File: config.mk
export PLATFORM = sky130hd
export DESIGN_NAME = j1_io_interconnect
export DESIGN_NICKNAME = d
export VERILOG_FILES = /design/src/rtl/j1_io_interconnect.sv
export SDC_FILE = /design/constraint.sdc
export NUM_CORES = 1
export LEC_CHECK = 0
export CAP_MARGIN = 0
export CORE_AREA = 2 2 121 123
export DETAILED_ROUTE_END_ITERATION = 16
export DIE_AREA = 0 0 123 125
export PLACE_DENSITY = 0.82
export SLEW_MARGIN = 5
export SYNTH_ARGS = -nofsm -noshare
export SYNTH_HDL_FRONTEND = slang
export SYNTH_SLANG_ARGS = --single-unit
File: constraint.sdc
create_clock -name sys_clk_i -period 2.2 [get_ports sys_clk_i]
set_input_delay 0.22 -clock sys_clk_i [delete_from_list [all_inputs] [get_ports sys_clk_i]]
set_output_delay 0.22 -clock sys_clk_i [all_outputs]
set_load 0.005 [all_outputs]
File: src/rtl/j1_io_interconnect.sv
// j1_io_interconnect
//   Registered, handshaken I/O fabric between a J1-class CPU I/O port and up
//   to NSLOTS memory-mapped peripherals, plus an internal status page.
//
//   Transaction flow: IDLE (decode) -> ACCESS (wait for slave) -> DONE (ack).
//   Status-page and unmapped accesses go straight from IDLE to DONE.
//
// Ports
//   sys_clk_i, sys_rst_i : clock (rising edge), asynchronous active-low reset
//   m_addr/m_rd/m_wr/m_wdata : master request, held until m_ack
//   m_rdata/m_ack/m_busy     : master response, one-cycle ack pulse, busy flag
//   s_cs/s_addr/s_wdata/s_rd/s_wr : registered slave-side strobes
//   s_rdata/s_ready          : packed slave read data, per-slave completion
//   err_irq                  : OR of the sticky error bits
module j1_io_interconnect #(
  parameter int                  NSLOTS      = 5,
  parameter int                  DW          = 16,
  parameter int                  SAW         = 8,
  parameter logic [NSLOTS*8-1:0] BASE_PAGES  = {8'h71, 8'h70, 8'h69, 8'h68, 8'h67},
  parameter logic [7:0]          STATUS_PAGE = 8'h7F,
  parameter logic [DW-1:0]       DEFAULT_RD  = 16'h0666,
  parameter int                  TIMEOUT     = 15
) (
  input  logic                 sys_clk_i,
  input  logic                 sys_rst_i,
  input  logic [15:0]          m_addr,
  input  logic                 m_rd,
  input  logic                 m_wr,
  input  logic [DW-1:0]        m_wdata,
  output logic [DW-1:0]        m_rdata,
  output logic                 m_ack,
  output logic                 m_busy,
  output logic [NSLOTS-1:0]    s_cs,
  output logic [SAW-1:0]       s_addr,
  output logic [DW-1:0]        s_wdata,
  output logic                 s_rd,
  output logic                 s_wr,
  input  logic [NSLOTS*DW-1:0] s_rdata,
  input  logic [NSLOTS-1:0]    s_ready,
  output logic                 err_irq
);

  localparam int             WCW   = (TIMEOUT > 1) ? $clog2(TIMEOUT) : 1;
  localparam logic [WCW-1:0] WLAST = WCW'(TIMEOUT - 1);

  typedef enum logic [1:0] {IDLE, ACCESS, DONE} state_t;

  state_t              state_reg;
  logic [15:0]         addr_reg;
  logic                is_wr_reg;
  logic [3:0]          slot_reg;
  logic [WCW-1:0]      wcnt_reg;
  logic                timeout_reg;
  logic                unmapped_reg;
  logic                conflict_reg;
  logic [3:0]          err_slot_reg;
  logic [15:0]         last_err_reg;
  logic [15:0]         acc_cnt_reg;
  logic [DW-1:0]       m_rdata_reg;
  logic                m_ack_reg;
  logic                m_busy_reg;
  logic [NSLOTS-1:0]   s_cs_reg;
  logic [SAW-1:0]      s_addr_reg;
  logic [DW-1:0]       s_wdata_reg;
  logic                s_rd_reg;
  logic                s_wr_reg;

  // ---------------------------------------------------------------------------
  // Page decode: one comparator per slot, lowest matching index wins.
  // ---------------------------------------------------------------------------
  logic [7:0]        page;
  logic [NSLOTS-1:0] page_match;
  logic              slot_hit;
  logic [3:0]        slot_idx;
  logic              status_hit;

  assign page       = m_addr[15:8];
  assign status_hit = (page == STATUS_PAGE);

  genvar gi;
  generate
    for (gi = 0; gi < NSLOTS; gi++) begin : g_page_cmp
      assign page_match[gi] = (page == BASE_PAGES[gi*8 +: 8]);
    end
  endgenerate

  always_comb begin
    slot_hit = |page_match;
    slot_idx = 4'd0;
    // Scan downward so the lowest matching slot is the last one written.
    for (int i = NSLOTS - 1; i >= 0; i--) begin
      if (page_match[i]) slot_idx = 4'(i);
    end
  end

  // ---------------------------------------------------------------------------
  // Selected-slave response mux, driven by the slot latched at IDLE.
  // ---------------------------------------------------------------------------
  logic          sel_ready;
  logic [DW-1:0] sel_rdata;

  always_comb begin
    sel_ready = 1'b0;
    sel_rdata = '0;
    for (int i = 0; i < NSLOTS; i++) begin
      if (slot_reg == 4'(i)) begin
        sel_ready = s_ready[i];
        sel_rdata = s_rdata[i*DW +: DW];
      end
    end
  end

  // ---------------------------------------------------------------------------
  // Status page read mux and saturating access counter increment.
  // ---------------------------------------------------------------------------
  logic [DW-1:0] status_rdata;
  logic [15:0]   cnt_inc;

  always_comb begin
    case (m_addr[1:0])
      2'd0:    status_rdata = DW'({8'b0, err_slot_reg, 1'b0, conflict_reg,
                                   unmapped_reg, timeout_reg});
      2'd1:    status_rdata = DW'(last_err_reg);
      2'd2:    status_rdata = DW'(acc_cnt_reg);
      default: status_rdata = '0;
    endcase
  end

  assign cnt_inc = (acc_cnt_reg == 16'hFFFF) ? acc_cnt_reg : acc_cnt_reg + 16'd1;

  // ---------------------------------------------------------------------------
  // Transaction FSM. Every state change into DONE raises m_ack and bumps the
  // access counter on the same edge, so a counter read reports prior acks.
  // ---------------------------------------------------------------------------
  always_ff @(posedge sys_clk_i or negedge sys_rst_i) begin
    if (!sys_rst_i) begin
      state_reg    <= IDLE;
      addr_reg     <= '0;
      is_wr_reg    <= 1'b0;
      slot_reg     <= '0;
      wcnt_reg     <= '0;
      timeout_reg  <= 1'b0;
      unmapped_reg <= 1'b0;
      conflict_reg <= 1'b0;
      err_slot_reg <= '0;
      last_err_reg <= '0;
      acc_cnt_reg  <= '0;
      m_rdata_reg  <= '0;
      m_ack_reg    <= 1'b0;
      m_busy_reg   <= 1'b0;
      s_cs_reg     <= '0;
      s_addr_reg   <= '0;
      s_wdata_reg  <= '0;
      s_rd_reg     <= 1'b0;
      s_wr_reg     <= 1'b0;
    end else begin
      case (state_reg)
        IDLE: begin
          if (m_rd || m_wr) begin
            addr_reg   <= m_addr;
            is_wr_reg  <= m_wr;
            m_busy_reg <= 1'b1;
            // Simultaneous rd+wr proceeds as a write and is flagged.
            if (m_rd && m_wr) begin
              conflict_reg <= 1'b1;
              last_err_reg <= m_addr;
            end
            if (status_hit) begin
              state_reg   <= DONE;
              m_ack_reg   <= 1'b1;
              m_rdata_reg <= m_wr ? '0 : status_rdata;
              acc_cnt_reg <= cnt_inc;
              // Placed after the error update so a clear always wins.
              if (m_wr) begin
                case (m_addr[1:0])
                  2'd0: begin
                    timeout_reg  <= 1'b0;
                    unmapped_reg <= 1'b0;
                    conflict_reg <= 1'b0;
                    err_slot_reg <= '0;
                  end
                  2'd2:    acc_cnt_reg <= '0;
                  default: ;
                endcase
              end
            end else if (slot_hit) begin
              state_reg   <= ACCESS;
              slot_reg    <= slot_idx;
              wcnt_reg    <= '0;
              s_cs_reg    <= NSLOTS'(1) << slot_idx;
              s_addr_reg  <= m_addr[SAW-1:0];
              s_wdata_reg <= m_wdata;
              s_rd_reg    <= ~m_wr;
              s_wr_reg    <= m_wr;
            end else begin
              // Unmapped: writes are dropped, reads get the default word.
              state_reg    <= DONE;
              m_ack_reg    <= 1'b1;
              m_rdata_reg  <= m_wr ? '0 : DEFAULT_RD;
              acc_cnt_reg  <= cnt_inc;
              unmapped_reg <= 1'b1;
              last_err_reg <= m_addr;
            end
          end
        end

        ACCESS: begin
          if (sel_ready || (wcnt_reg == WLAST)) begin
            state_reg   <= DONE;
            m_ack_reg   <= 1'b1;
            acc_cnt_reg <= cnt_inc;
            s_cs_reg    <= '0;
            s_rd_reg    <= 1'b0;
            s_wr_reg    <= 1'b0;
            if (sel_ready) begin
              if (!is_wr_reg) m_rdata_reg <= sel_rdata;
            end else begin
              timeout_reg  <= 1'b1;
              err_slot_reg <= slot_reg;
              last_err_reg <= addr_reg;
              if (!is_wr_reg) m_rdata_reg <= DEFAULT_RD;
            end
          end else begin
            wcnt_reg <= wcnt_reg + 1'b1;
          end
        end

        DONE: begin
          state_reg   <= IDLE;
          m_ack_reg   <= 1'b0;
          m_rdata_reg <= '0;
          m_busy_reg  <= 1'b0;
        end

        default: state_reg <= IDLE;
      endcase
    end
  end

  assign m_rdata = m_rdata_reg;
  assign m_ack   = m_ack_reg;
  assign m_busy  = m_busy_reg;
  assign s_cs    = s_cs_reg;
  assign s_addr  = s_addr_reg;
  assign s_wdata = s_wdata_reg;
  assign s_rd    = s_rd_reg;
  assign s_wr    = s_wr_reg;
  assign err_irq = timeout_reg | unmapped_reg | conflict_reg;

endmodule
# --- Yosys cells after proc, flatten, opt, wreduce, memory -nomap -nowiden ---
# Index checks and enable logic that the tools add are counted.
op_classes:
  n_bitwise: 4
  shifts: 1
  n_mux: 91
  n_eq_ne: 30
  addsub: 2
  reduce_logical: 22
op_table:
  columns: ["operator", "count"]
  rows:
  - ["two-way mux 16 bit", 26]
  - ["case mux 16 bit (3 select lines)", 2]
  - ["case mux 16 bit (2 select lines)", 2]
  - ["two-way mux 4 bit", 13]
  - ["== test 8 x 7 -> 1 bit (second input constant)", 6]
  - ["two-way mux 1 bit", 28]
  - ["two-way mux 5 bit", 4]
  - ["!= test 2 bit (second input constant)", 10]
  - ["AND reduction 5 bit", 4]
  - ["adder 16 x 1 -> 16 bit (second input constant)", 1]
  - ["== test 16 bit (second input constant)", 1]
  - ["case mux 4 bit (2 select lines)", 2]
  - ["AND reduction 4 bit", 4]
  - ["two-way mux 11 bit", 1]
  - ["case mux 5 bit (2 select lines)", 1]
  - ["== test 4 x 2 -> 1 bit (second input constant)", 2]
  - ["two-way mux 2 bit", 4]
  - ["case mux 1 bit (2 select lines)", 4]
  - ["AND reduction 7 bit", 1]
  - ["two-way mux 3 bit", 2]
  - ["!= test 2 x 1 -> 1 bit (second input constant)", 3]
  - ["AND reduction 2 bit", 3]
  - ["OR reduction 5 bit", 1]
  - ["left shift 1 x 4 -> 5 bit (first input constant)", 1]
  - ["other kinds (17)", 24]
word_totals:
  regBits: 115
  word_cells: 169
  inputBits: 121
  output_inout_bits: 50

# --- Depth between registers and ports, before layout ---
depth:
  ltp_word: 11
  ltp_mapped: 11
  mapped_depth_nobuf: 8

# --- Worst setup path after synthesis ---
# No wires, ideal clock.
synth_path:
  path_kind: "register to register"
  from: "reg slot_reg[2]"
  to: "reg m_rdata_reg[10], in the netlist m_rdata[10]"
  t_required_ns: 2.075
  slack_ns: -0.102
  setup_time_ns: 0.125
  n_path_buf: 3
  synth_period_minus_slack_ns: 2.302
  arrival_ns: 2.177
  path_stages_with_launch: 10
  cell_sequence: "dfrtp_1 > buf_6 > mux2i_1 > o32ai_2 > nor3_2 > a21oi_1 > and3_1 > buf_2 > buf_2 > mux2_2"
synth_between:
  elab_chain_len: 10
  word_cells_on_any_way: 22
  cone_classes: "eq/ne: 5; mux: 14; reduce/logical: 3"
synth_lines:
  columns: ["element", "line", "rtl"]
  rows:
  - ["from (decl)", "51", "logic [3:0] slot_reg;"]
  - ["from (signal assigned)", "188", "slot_reg <= slot_idx;"]
  - ["logical NOT 4 bit", "106", "if (slot_reg == 4'(i)) begin"]
  - ["two-way mux 16 bit (5 in series)", "106", null]
  - ["two-way mux 16 bit", "216", "if (!is_wr_reg) m_rdata_reg <= sel_rdata;"]
  - ["two-way mux 16 bit", "215", "if (sel_ready) begin"]
  - ["two-way mux 16 bit", "208", "if (sel_ready || (wcnt_reg == WLAST)) begin"]
  - ["case mux 16 bit (3 select lines)", "157", "case (state_reg)"]
  - ["to (signal assigned)", "171", "m_rdata_reg <= m_wr ? '0 : status_rdata;"]
  - ["to (signal assigned)", "199", "m_rdata_reg <= m_wr ? '0 : DEFAULT_RD;"]
  - ["to (signal assigned)", "216", null]
  - ["to (decl)", "59", "logic [DW-1:0] m_rdata_reg;"]
# Parallel ways exist; a longest one is shown, timed or not. The select of a mux whose other input is x is not followed.
# A chain may end at the register's enable or synchronous reset.

# --- Final worst setup path ---
layout_path:
  from: "reg slot_reg[2]"
  to: "reg acc_cnt_reg[5]"
layout_between:
  elab_chain_len: 9
  word_cells_on_any_way: 13
  cone_classes: "eq/ne: 5; mux: 5; reduce/logical: 3"
layout_lines:
  columns: ["element", "line", "rtl"]
  rows:
  - ["logical NOT 4 bit", "106", null]
  - ["two-way mux 1 bit (4 in series)", "106", null]
  - ["two-way mux 1 bit (*)", "106", null]
  - ["logical OR 1 bit (*)", "208", null]
  - ["!= test 2 bit (no line) (*)", null, null]
  - ["AND reduction 4 bit (no line) (*)", null, null]
  - ["to (signal assigned)", "172", "acc_cnt_reg <= cnt_inc;"]
  - ["to (signal assigned)", "200", "acc_cnt_reg <= cnt_inc;"]
  - ["to (signal assigned)", "211", "acc_cnt_reg <= cnt_inc;"]
  - ["to (decl)", "58", "logic [15:0] acc_cnt_reg;"]
# Mark *: on every way between the ends. The rest lies on a longest branch, timed or not.

==> flow_summary.json <==
{
  "run_status": "finished clean",
  "placedInstanceArea_um2": 8630,
  "worst_ir_drop_vdd_mv": 0.6536,
  "synth.yosys.seq_area_share_pct": 46.28,
  "worst_ep_required_time_ns": 2.56,
  "cellPowerDensity_nw_per_um2": 959.4,
  "worstPathBufferInverterCount": 0,
  "endpoints_failing_setup": 0,
  "wl_um": 20150,
  "synth_top_area_cell": "sky130_fd_sc_hd__dfrtp_1",
  "drc_errors_left": 0,
  "post_synth_edffs": 0,
  "post-synth-top-area-fraction_pct": 46.28,
  "relSlewSlack_pct": 11.14,
  "initial_antenna_violation_count": 0,
  "path_cells": "mux2i_4 -> o32ai_4 -> nor3_4 -> or4_4 -> or4_4 -> nand2_1",
  "multiInputGateArea_um2": 3133,
  "floorplan.initialDensity_pct": 43.01,
  "yosysWarningCount": 0,
  "critical_path_class": "flip-flop to flip-flop",
  "cts_htree_levels": 4,
  "async_flop_share_pct": 100.0,
  "mappedNetlistArea_um2": 6110,
  "layout_min_cycle_time_ns": 2.192,
  "hold_path.startpoint": "m_wdata[9]",
  "vias_per_cell": 5.657,
  "ys_dominant_reg_cell": "sky130_fd_sc_hd__dfrtp_1",
  "gp_congestion": 0.9510,
  "die-width_um": 123,
  "cts-root-buf": "sky130_fd_sc_hd__clkbuf_16",
  "fp-row-count": 44,
  "synth_fp_nets": 789,
  "placement.io_buffers": 170,
  "stdcell_area_um2": 9338,
  "max_clock_freq_mhz": 456.1,
  "total_via_count_after_detailed_routing": 6223,
  "timing.critical_path.slowest_stage_cell": "sky130_fd_sc_hd__or4_4",
  "antenna-diode-count": 0,
  "rsz0062_at_grt": "true",
  "cts_inserted_buffers": 17,
  "cts.sink_count": 113,
  "final-seq-area_um2": 2829,
  "max_slew.worst_pin.slew_ns": 1.330,
  "clkTransAtPathRegs_ns": 0.05,
  "max_stage_delay_ns": 0.53,
  "die_h_um": 125,
  "crit_path_start_kind": "flip-flop",
  "grt_max_degree": 47,
  "p_leak_nw": 4.205,
  "postLayoutCoreUtil_pct": 65.74,
  "critPathArrivalTime_ns": 2.56,
  "rr_startpoint": "slot_reg[2]$_DFFE_PN0P_",
  "max_cap_violations": 0,
  "yosys.cell_types.count": 55,
  "worstHoldPathType": "primary input to flip-flop",
  "dpl.hpwl_um": 14720,
  "antenna_nets_post_route": 0,
  "synthTopCellsByArea": "sky130_fd_sc_hd__dfrtp_1 46%, sky130_fd_sc_hd__nand2_1 11%, sky130_fd_sc_hd__mux4_2 4.4%, sky130_fd_sc_hd__a22oi_1 4.1%, sky130_fd_sc_hd__mux2_2 3.7%",
  "report.final.hold_viol_count": 0,
  "critical-path-top-cell-by-count": "sky130_fd_sc_hd__or4_4",
  "tritoncts": "built",
  "timing.clock.skew_ns": 0.007770,
  "drt_first_pass_iters": 5,
  "track_usage_pct": 27.40,
  "area_growth_syn_to_layout_pct": 52.84,
  "avgRoutedWirePerCell_um": 18.31,
  "clk-insertion-delay-late_ns": 0.43,
  "design.die.area_um2": 15380,
  "core_region_area_um2": 14200,
  "cp_max_fo": 8,
  "worstSetupEndpointType": "flip-flop",
  "number_of_global_route_vias_before_repair": 6385,
  "drive_gt1_share_pct": 19.76,
  "num-nets-final": 1031,
  "nFillCells": 1122,
  "syn_inst": 661,
  "synth.top_cells.by_count": "180 x sky130_fd_sc_hd__nand2_1, 113 x sky130_fd_sc_hd__dfrtp_1, 35 x sky130_fd_sc_hd__o21ai_0",
  "cts.path.max_buffers": 2,
  "final_min_period_over_clock_period_pct": 99.65,
  "cp_top_delay_family": "simple AND/OR/NAND/NOR gates",
  "grt.overflow.total": 0,
  "boundaryPins": 171,
  "ys_ff_latch": 113,
  "syn_area_per_cell_um2": 9.243,
  "first_iter_violations": 504,
  "critical_path_origin": "slot_reg[2]$_DFFE_PN0P_",
  "slew_violations": 0,
  "totalPowerFinal_mw": 8.959,
  "grt_pass1_wl_um": 32300,
  "synth.most_common_cell": "sky130_fd_sc_hd__nand2_1"
}
[logic make-up (layout without fill, tap and decap cells)]
kind of cell	Yosys count	count (layout)	synth area share (%)
adders and majority gates	7	7	1.433
DFF	113	113	46.28
and+or+nand+nor	285	285	20.64
xor gates and xnor gates	5	5	0.7169
muxes	50	50	11.06
AOI/OAI and AO/OA	148	148	15.97
buffers and inverters	53	308	3.891
[cell type report]
type                       count  share of cell area, %
multi-input combinational    495                  33.55
sequential                   113                  30.30
timing repair buffer         266                  26.88
clock buffer                  22                  4.971
tap                          184                  2.465
clock inverter                10                  1.434
inverter                      10                 0.4020
[metrics by stage]
stage          setup TNS, ns  cells  setup WS, ns  hold slack (ns)
2_1_floorplan       -0.03573    661      -0.03152         -0.07559
3_3_place_gp          -7.778   1063       -0.3597           0.2417
3_5_place_dp          -9.728   1063       -0.3963           0.2449
4_1_cts                    0   1097       0.01539           0.3055
5_1_grt              -0.4180   1100      -0.08901           0.3228
6_report                   0   1100      0.007735           0.3144
[cells in the final DEF (no fill, tap or decap), types with 4 or more instances in the layout]
master and instances:
sky130_fd_sc_hd__clkbuf_16 17, sky130_fd_sc_hd__nor2b_1 7, sky130_fd_sc_hd__dfrtp_1 112, sky130_fd_sc_hd__nor3_1 7, sky130_fd_sc_hd__a21oi_1 18, sky130_fd_sc_hd__mux2i_1 17, sky130_fd_sc_hd__o2bb2ai_1 4, sky130_fd_sc_hd__ha_1 5
sky130_fd_sc_hd__mux4_2 12, sky130_fd_sc_hd__inv_1 9, sky130_fd_sc_hd__and3_1 9, sky130_fd_sc_hd__or3_1 5, sky130_fd_sc_hd__nand2_1 180, sky130_fd_sc_hd__clkinv_2 4, sky130_fd_sc_hd__nand3_1 11, sky130_fd_sc_hd__o211ai_1 5
sky130_fd_sc_hd__a221oi_1 4, sky130_fd_sc_hd__nor4_1 4, sky130_fd_sc_hd__o21ai_0 33, sky130_fd_sc_hd__nor2_1 34, sky130_fd_sc_hd__buf_4 89, sky130_fd_sc_hd__mux2_2 20, sky130_fd_sc_hd__clkdlybuf4s50_1 169, sky130_fd_sc_hd__buf_12 7
sky130_fd_sc_hd__a211oi_1 11, sky130_fd_sc_hd__a31oi_1 6, sky130_fd_sc_hd__o22ai_1 16, sky130_fd_sc_hd__and4_1 4, sky130_fd_sc_hd__o21ai_1 4, sky130_fd_sc_hd__a22oi_1 33
[repair_timing]
action	4_1_cts	5_1_grt
hold buffers	1	0
endpoints found under the setup margin	21	24
pin swaps	3	4
gates resized for setup	8	9
buffers inserted	1	3
endpoints found under the hold margin	36	0
cloned	0	0
[power breakdown]
group	internal (mW)	leakage [nW]	switching, mW
combinational	1.64	2.45	1.43
clock	1.83	0.290	0.959
sequential	2.67	1.47	0.423
[worst paths after layout]
| kind | end | slack (ns) | depth (start not counted) |
|---|---|---|---|
| worst max-delay path | acc_cnt_reg[5]$_DFFE_PN0P_ | 0.008 | 6 |
| worst min-delay path | s_wdata[9]$_DFFE_PN0P_ | 0.31 | 3 |
| worst max register to register | acc_cnt_reg[5]$_DFFE_PN0P_ | 0.008 | 6 |
| worst min register to register | s_wdata[7]$_DFFE_PN0P_ | 0.48 | 2 |
| max in group asynchronous | last_err_reg[1]$_DFFE_PN0P_ | 1.24 | 3 |
| min in group asynchronous | m_rdata[1]$_DFFE_PN0P_ | 0.33 | 2 |
[worst reg2reg max path, delay by kind of cell (launching register included)]
family	cells	cell delay, ns
AO/OA/AOI/OAI	1	0.29
AND/OR/NAND/NOR	4	1.13
flip-flops	1	0.47
multiplexers	1	0.23
[layer usage]
layer / global-route usage (%) / routed length [µm] / vias up
met2: 43.74 / 9719 / 326
li1: - / - / 2846
met5: 0 / 0 / -
met4: 13.77 / 828 / 0
met1: 33.03 / 7648 / 2984
met3: 8.942 / 1949 / 67
(Power assumes the default switching activity.)
